File: src/rtl/regfile_writer_if.sv
// regfile_writer_if: producer handshakes, register-file write port and forwarding query bundle.
interface regfile_writer_if #(parameter int XLEN = 32);
    logic            alu_valid, alu_ready, ld_valid, ld_ready;
    logic [4:0]      alu_rd, ld_rd, rd, fwd_rs1, fwd_rs2;
    logic [XLEN-1:0] alu_data, ld_data, rd_v, fwd_v1, fwd_v2;
    logic            wen, fwd_hit1, fwd_hit2, busy;
    modport master (
        output alu_valid, alu_rd, alu_data, ld_valid, ld_rd, ld_data, fwd_rs1, fwd_rs2,
        input  alu_ready, ld_ready, wen, rd, rd_v, fwd_hit1, fwd_hit2, fwd_v1, fwd_v2, busy
    );
    modport slave (
        input  alu_valid, alu_rd, alu_data, ld_valid, ld_rd, ld_data, fwd_rs1, fwd_rs2,
        output alu_ready, ld_ready, wen, rd, rd_v, fwd_hit1, fwd_hit2, fwd_v1, fwd_v2, busy
    );
endinterface

File: src/rtl/regfile_writer.sv
// regfile_writer: in-order write-back FIFO merging ALU and load results into one register-file write port.
// Define REGFILE_WRITER_FWD_EN to build the forwarding lookup; otherwise the forwarding outputs are tied to 0.
module regfile_writer #(
    parameter int XLEN  = 32,
    parameter int DEPTH = 4
) (
    input logic             clk,
    input logic             rst,
    regfile_writer_if.slave rf
);
    localparam int AW = $clog2(DEPTH);
    localparam logic [AW:0] FULL    = (AW+1)'(DEPTH);
    localparam logic [AW:0] FULL_M1 = (AW+1)'(DEPTH - 1);

    typedef struct packed {
        logic [4:0]      rd;
        logic [XLEN-1:0] data;
    } entry_t;

    entry_t          mem_q [DEPTH];
    entry_t          mem_d [DEPTH];
    logic [AW-1:0]   head_q, head_d, tail_q, tail_d, alu_slot;
    logic [AW:0]     count_q, count_d;
    logic            wen_q, wen_d;
    logic [4:0]      rd_q, rd_d;
    logic [XLEN-1:0] rd_v_q, rd_v_d;
    logic            ld_ready, alu_ready, ld_push, alu_push, pop;

    // Readies use the start-of-cycle count only; a same-cycle pop never frees a slot.
    assign ld_ready  = count_q != FULL;
    assign alu_ready = (count_q < FULL_M1) || (count_q == FULL_M1 && !rf.ld_valid);
    assign ld_push   = rf.ld_valid && ld_ready && rf.ld_rd != 5'd0;
    assign alu_push  = rf.alu_valid && alu_ready && rf.alu_rd != 5'd0;
    assign pop       = count_q != '0;
    assign alu_slot  = ld_push ? tail_q + AW'(1) : tail_q;

    always_comb begin
        mem_d = mem_q;
        if (ld_push) mem_d[tail_q] = '{rd: rf.ld_rd, data: rf.ld_data};
        if (alu_push) mem_d[alu_slot] = '{rd: rf.alu_rd, data: rf.alu_data};
        tail_d  = tail_q + AW'(ld_push) + AW'(alu_push);
        head_d  = head_q + AW'(pop);
        count_d = count_q + (AW+1)'(ld_push) + (AW+1)'(alu_push) - (AW+1)'(pop);
        wen_d   = pop;
        rd_d    = pop ? mem_q[head_q].rd : rd_q;
        rd_v_d  = pop ? mem_q[head_q].data : rd_v_q;
    end

    always_ff @(posedge clk) begin
        if (rst) begin
            for (int i = 0; i < DEPTH; i++) mem_q[i] <= '0;
            head_q  <= '0;
            tail_q  <= '0;
            count_q <= '0;
            wen_q   <= 1'b0;
            rd_q    <= '0;
            rd_v_q  <= '0;
        end else begin
            mem_q   <= mem_d;
            head_q  <= head_d;
            tail_q  <= tail_d;
            count_q <= count_d;
            wen_q   <= wen_d;
            rd_q    <= rd_d;
            rd_v_q  <= rd_v_d;
        end
    end

    assign rf.ld_ready  = ld_ready;
    assign rf.alu_ready = alu_ready;
    assign rf.wen       = wen_q;
    assign rf.rd        = rd_q;
    assign rf.rd_v      = rd_v_q;
    assign rf.busy      = pop || wen_q;

`ifdef REGFILE_WRITER_FWD_EN
    logic [XLEN:0] fwd1, fwd2;

    // Scan oldest to youngest so the youngest match overwrites earlier ones.
    function automatic logic [XLEN:0] lookup(input logic [4:0] q);
        logic [XLEN:0] r;
        logic [AW-1:0] idx;
        r = (wen_q && rd_q == q) ? {1'b1, rd_v_q} : '0;
        for (int i = 0; i < DEPTH; i++) begin
            idx = head_q + AW'(i);
            if (i < int'(count_q) && mem_q[idx].rd == q) r = {1'b1, mem_q[idx].data};
        end
        return (q == 5'd0) ? '0 : r;
    endfunction

    always_comb begin
        fwd1 = lookup(rf.fwd_rs1);
        fwd2 = lookup(rf.fwd_rs2);
    end

    assign {rf.fwd_hit1, rf.fwd_v1} = fwd1;
    assign {rf.fwd_hit2, rf.fwd_v2} = fwd2;
`else
    logic unused_fwd;
    assign unused_fwd  = ^{rf.fwd_rs1, rf.fwd_rs2};
    assign rf.fwd_hit1 = 1'b0;
    assign rf.fwd_hit2 = 1'b0;
    assign rf.fwd_v1   = '0;
    assign rf.fwd_v2   = '0;
`endif
endmodule
File: src/flat_wrapper.sv
// flat-port wrapper written by rule: the top's interface ports become plain ports
module regfile_writer_flat 
#(
    parameter int XLEN  = 32,
    parameter int DEPTH = 4
)
  (clk, rst, rf_alu_valid, rf_alu_rd, rf_alu_data, rf_ld_valid, rf_ld_rd, rf_ld_data, rf_fwd_rs1, rf_fwd_rs2, rf_alu_ready, rf_ld_ready, rf_wen, rf_rd, rf_rd_v, rf_fwd_hit1, rf_fwd_hit2, rf_fwd_v1, rf_fwd_v2, rf_busy);
  regfile_writer_if #(.XLEN(XLEN)) rf_i ();
  input logic clk;
  input logic rst;
  input wire logic [$bits(rf_i.alu_valid)-1:0] rf_alu_valid;
  input wire logic [$bits(rf_i.alu_rd)-1:0] rf_alu_rd;
  input wire logic [$bits(rf_i.alu_data)-1:0] rf_alu_data;
  input wire logic [$bits(rf_i.ld_valid)-1:0] rf_ld_valid;
  input wire logic [$bits(rf_i.ld_rd)-1:0] rf_ld_rd;
  input wire logic [$bits(rf_i.ld_data)-1:0] rf_ld_data;
  input wire logic [$bits(rf_i.fwd_rs1)-1:0] rf_fwd_rs1;
  input wire logic [$bits(rf_i.fwd_rs2)-1:0] rf_fwd_rs2;
  output wire logic [$bits(rf_i.alu_ready)-1:0] rf_alu_ready;
  output wire logic [$bits(rf_i.ld_ready)-1:0] rf_ld_ready;
  output wire logic [$bits(rf_i.wen)-1:0] rf_wen;
  output wire logic [$bits(rf_i.rd)-1:0] rf_rd;
  output wire logic [$bits(rf_i.rd_v)-1:0] rf_rd_v;
  output wire logic [$bits(rf_i.fwd_hit1)-1:0] rf_fwd_hit1;
  output wire logic [$bits(rf_i.fwd_hit2)-1:0] rf_fwd_hit2;
  output wire logic [$bits(rf_i.fwd_v1)-1:0] rf_fwd_v1;
  output wire logic [$bits(rf_i.fwd_v2)-1:0] rf_fwd_v2;
  output wire logic [$bits(rf_i.busy)-1:0] rf_busy;
  assign rf_i.alu_valid = rf_alu_valid;
  assign rf_i.alu_rd = rf_alu_rd;
  assign rf_i.alu_data = rf_alu_data;
  assign rf_i.ld_valid = rf_ld_valid;
  assign rf_i.ld_rd = rf_ld_rd;
  assign rf_i.ld_data = rf_ld_data;
  assign rf_i.fwd_rs1 = rf_fwd_rs1;
  assign rf_i.fwd_rs2 = rf_fwd_rs2;
  assign rf_alu_ready = rf_i.alu_ready;
  assign rf_ld_ready = rf_i.ld_ready;
  assign rf_wen = rf_i.wen;
  assign rf_rd = rf_i.rd;
  assign rf_rd_v = rf_i.rd_v;
  assign rf_fwd_hit1 = rf_i.fwd_hit1;
  assign rf_fwd_hit2 = rf_i.fwd_hit2;
  assign rf_fwd_v1 = rf_i.fwd_v1;
  assign rf_fwd_v2 = rf_i.fwd_v2;
  assign rf_busy = rf_i.busy;
  regfile_writer #(.XLEN(XLEN), .DEPTH(DEPTH)) u_core (.clk(clk), .rst(rst), .rf(rf_i));
endmodule
File: config.mk
export PLATFORM = sky130hd
export DESIGN_NAME = regfile_writer_flat
export DESIGN_NICKNAME = d
export VERILOG_FILES = /design/src/rtl/regfile_writer_if.sv /design/src/rtl/regfile_writer.sv /design/src/flat_wrapper.sv
export SDC_FILE = /design/constraint.sdc
export NUM_CORES = 1
export LEC_CHECK = 0
export BUFFER_PORTS_ARGS = -buffer_cell sky130_fd_sc_hd__buf_2
export CORE_MARGIN = 2
export CORE_UTILIZATION = 52
export DETAILED_ROUTE_END_ITERATION = 8
export PLACE_DENSITY = 0.75
export SYNTH_ARGS = -nofsm -noshare
export SYNTH_HDL_FRONTEND = slang
export SYNTH_SLANG_ARGS = --single-unit
File: constraint.sdc
create_clock -name clk -period 7.1 [get_ports clk]
set_input_delay 1.775 -clock clk [delete_from_list [all_inputs] [get_ports clk]]
set_output_delay 1.775 -clock clk [all_outputs]
set_load 0.02 [all_outputs]
# Yosys cells after proc, flatten, opt, wreduce, memory -nomap -nowiden

Cells that the tools add are included.

Bitwise operators: 3
Equality and inequality tests: 2
Add/sub/neg operators: 7
Multiplexer cells: 12
Reduce and logical (&&, ||, !) cells: 13
Magnitude comparators: 6

Operators by type and width:

| operator              | number |
|---|---|
| $bwmux W148           | 2 |
| $mux W148             | 2 |
| $demux W37 S2         | 2 |
| $mux W37              | 4 |
| $bmux W37 S2          | 1 |
| $reduce_bool A5 Y1    | 2 |
| $ge A3 B3 Y1 const B  | 3 |
| $not A2 Y3            | 3 |
| $logic_and A1 B1 Y1   | 7 |
| $add A2 B1 Y2         | 3 |
| $add A3 B1 Y3         | 2 |
| $lt A3 B1 Y1 const B  | 2 |
| $eq A3 B2 Y1 const B  | 1 |
| $lt A3 B2 Y1 const B  | 1 |
| $ne A3 B3 Y1 const B  | 1 |
| $reduce_bool A3 Y1    | 1 |
| $sub A3 B1 Y3         | 1 |
| $add A2 B1 Y2 const B | 1 |
| $logic_or A1 B1 Y1    | 2 |
| $mux W2               | 1 |
| $logic_not A1 Y1      | 1 |

Register bits: 193
Word-level logic and storage cells: 57
Input port bits: 88
Output and inout port bits: 107

# Logic depth before layout (Yosys ltp)

Depth in word-level cells: 11
Depth in mapped cells: 10
Mapped depth without buffers: 10

# Worst setup path before layout

No wires, ideal clock.

Kind: input port to output port
Start: input rf_ld_valid
End: output rf_alu_ready
Data required time: 5325 ps
Cell stages on the path: 2
Arrival time: 2331 ps
Setup slack: 2994 ps
Path buffers: 0
Cells stage by stage: nand2b_1 -> a31oi_1

Word-level cells in the longest chain between the ends: 3

Ends and longest elaborated chain:

| element             | line                 | text |
|---|---|---|
| start, declared     | flat_wrapper.sv:14   | `input wire logic [$bits(rf_i.ld_valid)-1:0] rf_ld_valid;` |
| $logic_not A1 Y1    | regfile_writer.sv:31 | `assign alu_ready = (count_q < FULL_M1) \|\| (count_q == FULL_M1 && !rf.ld_valid);` |
| $logic_and A1 B1 Y1 | regfile_writer.sv:31 |  |
| $logic_or A1 B1 Y1  | regfile_writer.sv:31 |  |
| end, declared       | flat_wrapper.sv:19   | `output wire logic [$bits(rf_i.alu_ready)-1:0] rf_alu_ready;` |

Every way passes these cells.

# Worst setup path after layout

Start: input rf_ld_rd[3]
End: register u_core.mem_q[143] (netlist name)

Word-level cells in the longest chain between the ends: 10

Ends and longest elaborated chain:

| element                                                                   | line                 | text |
|---|---|---|
| start, declared                                                           | flat_wrapper.sv:15   | `input wire logic [$bits(rf_i.ld_rd)-1:0] rf_ld_rd;` |
| $reduce_bool A5 Y1 *                                                      | regfile_writer.sv:32 | `assign ld_push = rf.ld_valid && ld_ready && rf.ld_rd != 5'd0;` |
| $logic_and A1 B1 Y1 *                                                     | regfile_writer.sv:32 |  |
| $mux W2                                                                   | regfile_writer.sv:35 | `assign alu_slot = ld_push ? tail_q + AW'(1) : tail_q;` |
| $not A2 Y3 (not written as such)                                          | regfile_writer.sv:40 | `if (alu_push) mem_d[alu_slot] = '{rd: rf.alu_rd, data: rf.alu_data};` |
| $ge A3 B3 Y1 (not written as such) / $lt A3 B1 Y1 (equally long branches) | regfile_writer.sv:40 |  |
| $logic_and A1 B1 Y1 (not written as such)                                 | regfile_writer.sv:40 |  |
| $mux W37 (not written as such)                                            | regfile_writer.sv:40 |  |
| $demux W37 S2                                                             | regfile_writer.sv:40 |  |
| $bwmux W148                                                               | regfile_writer.sv:40 |  |
| $mux W148 *                                                               | regfile_writer.sv:40 |  |
| end signal, assigned                                                      | regfile_writer.sv:59 | `mem_q <= mem_d;` |
| end, declared                                                             | regfile_writer.sv:20 | `entry_t mem_q [DEPTH];` |

Mark *: on every way between the ends. The rest lies on a longest branch, timed or not.
A chain may end at the register's enable or synchronous reset.

==> impl_metrics.tcl <==
set metrics [dict create \
    outcome "complete, no violations" \
    netlist_instances 1041 \
    rsz0062_at_grt "no" \
    gr-usage-all-layers_pct 24.1 \
    antenna_found_initial 2 \
    yosys_warnings 0 \
    synthDistinctLibCells 43 \
    leakage_uw 0.00434 \
    clkTransAtPathRegs_ps 70 \
    area_growth_pct 9.06 \
    cts_sinks 193 \
    dieArea_sq_um 21700 \
    detail-route-antenna-nets 0 \
    tns_ps 0 \
    max_freq_mhz 213 \
    num_rows 52 \
    post_cts_buffers 0 \
    drt_wl_total_mm 26.1 \
    die_h_microns 147 \
    ioPinCount 195 \
    hold_start "u_core.rf.rd_v[4]" \
    cts_max_level 4 \
    finalSetupViolCount 0 \
    fin_crit_ps 4690 \
    hold_slack_ps 449 \
    vdd_drop_max_mv 0.189 \
    avgViaCountPerCell 5.60 \
    drcViolationCount 0 \
    cts_resized 0 \
    arrival_ps 4970 \
    grt_pass1_wl_mm 41.2 \
    ys_ff_latch 193 \
    core_area_sq_um 20200 \
    p_per_area_nw_per_um2 410 \
    hpwl_mm 15.3 \
    slew_viol_final 0 \
    start_util_pct 52.8 \
    final_common_cell "mux2i_1" \
    slew_headroom_pct 19.9 \
    startpoint "rf_ld_rd[3]" \
    critical_path.cell_chain "buf_2 -> or4_4 -> o211ai_4 -> inv_2 -> o2111ai_4 -> or2_2 -> a211oi_1" \
    diodes 0 \
    worstReg2RegStart "u_core.count_q[2]" \
    cts_buffer_depth 2 \
    clk_root_buffer_cell "clkbuf_16" \
    final_cell_mix "222 x mux2i_1, 191 x dfxtp_1, 117 x buf_2, 77 x nand2_1" \
    worst_pin_slew_ps 1200 \
    holdBufCountCts 0 \
    place_congestion 0.765 \
    cts_made_buffers 17 \
    grt_max_degree 117 \
    crit_fanout 40 \
    clk_latency_ps 440 \
    skew_ps 10.4 \
    maxCapViolCount 0 \
    drtPass1Iterations 5 \
    die_x_microns 147 \
    syn_avg_cell_area_sq_um 10.3 \
    final.period_utilization_pct 66.1 \
    min_path_type "register to register" \
    cp_slowest_stage_delay_ps 940 \
    worst-setup-path-type "primary input to register" \
    initialDrtViolationCount 627 \
    final_cell_area_sq_um 11700 \
    cts_tree "built" \
    first_global_vias 7599 \
    critPathLaunchType "primary input" \
    port_buffers 118 \
    finalHoldViolCount 0 \
    endpoint_kind "register" \
    syn_area_sq_um 10700 \
    crit_slowest_cell "or2_2" \
    synth-seq-area-share_pct 36.1 \
    wl_per_cell_microns 18.9 \
    layout-drive-gt1-share_pct 28.6 \
    placed_area_sq_um 11000 \
    worstPathRequired_ps 7370 \
    fin_nets 1200 \
    vias 7755 \
    overflow 0 \
]
Yosys cell counts, drive strengths merged:
| cell | instances | area share, % |
|---|---|---|
| nor3 | 76 | 3.6 |
| mux4 | 37 | 7.8 |
| o211ai | 1 | 0.20 |
| clkinv | 1 | 0.035 |
| inv | 12 | 0.42 |
| fa | 3 | 0.56 |
| ha | 7 | 0.82 |
| nor2 | 6 | 0.21 |
| and2 | 3 | 0.20 |
| dlygate4sd1 | 1 | 0.082 |
| nand2b | 40 | 2.3 |
| or2 | 75 | 4.4 |
| dlygate4sd3 | 1 | 0.094 |
| xnor2 | 5 | 0.55 |
| clkbuf | 33 | 1.2 |
| nand4 | 2 | 0.18 |
| or4 | 1 | 0.11 |
| mux2 | 2 | 0.21 |
| a211oi | 76 | 6.5 |
| a31oi | 1 | 0.059 |
| buf | 118 | 8.2 |
| o2111ai | 2 | 0.22 |
| a311oi | 1 | 0.14 |
| nor2b | 3 | 0.18 |
| a21oi | 37 | 1.7 |
| nor4 | 1 | 0.059 |
| dfxtp | 193 | 36 |
| nand2 | 77 | 2.7 |
| nor3b | 1 | 0.070 |
| mux2i | 224 | 21 |
| conb | 1 | 0.035 |
cell type report:
type | count | area (sq um)
Fill cell | 1806 | 8580
Multi-Input combinational cell | 747 | 6090
Sequential cell | 193 | 3870
Timing Repair Buffer | 130 | 687
Clock buffer | 19 | 453
Tap cell | 270 | 338
Clock inverter | 12 | 178
Inverter | 13 | 48.8
power breakdown:
group / switching [uW] / leakage (uW) / internal, uW
Clock: 434 / 0.000316 / 610
Combinational: 1160 / 0.00245 / 864
Sequential: 285 / 0.00158 / 1430
Total: 1870 / 0.00434 / 2900
worst paths after layout:
path	endpoint	slack [ps]	depth (start not counted)
hold reg to reg	u_core.rf.rd_v[4]	450	2
setup / recovery	u_core.mem_q[143]	2410	7
hold / removal	u_core.rf.rd_v[4]	450	2
setup reg to reg	u_core.mem_q[143]	3180	7
per-stage QoR:
stage	instances	worst slack, ps	total power (uW)	utilization (%)
after floorplan	1106	2990	3280	-
after global placement	1353	2080	3680	54.5
after detailed placement	1353	2000	3730	54.5
after CTS	1384	2480	4780	57.6
after global routing	1384	2250	5020	57.6
final	1384	2410	4780	57.6
registers in the layout (all words and copies together), names as in the netlist:
| register | flops |
|---|---|
| u_core.count_q | 3 |
| u_core.head_q | 2 |
| u_core.mem_q | 148 |
| u_core.rf.rd | 5 |
| u_core.rf.rd_v | 32 |
| u_core.rf.wen | 1 |
| u_core.tail_q | 2 |
per-layer routing:
metal	vias to the layer above	GRT usage, %	part of all wire, %
li1	3692	-	-
met1	3766	31.7	44
met2	261	40.9	49
met3	34	4.54	5.7
met4	2	6.63	1.5
met5	-	0	0.050
critical path: cells and delay by family:
family                 cells  cell delay (ps)
AND/OR/NAND/NOR            2             1500
buffers and inverters      2              330
AO/OA/AOI/OAI              3             1320
cells by family after synthesis:
family	count (synthesis)	synth area share, %
simple gates	285	14.0
mux	263	29.1
flops	193	36.1
buf+inv	166	9.95
compound gates	118	8.86
fa+ha+maj	10	1.38
xor+xnor	5	0.550
other cells	1	0.0351
Power figures use the tool's default switching activity.
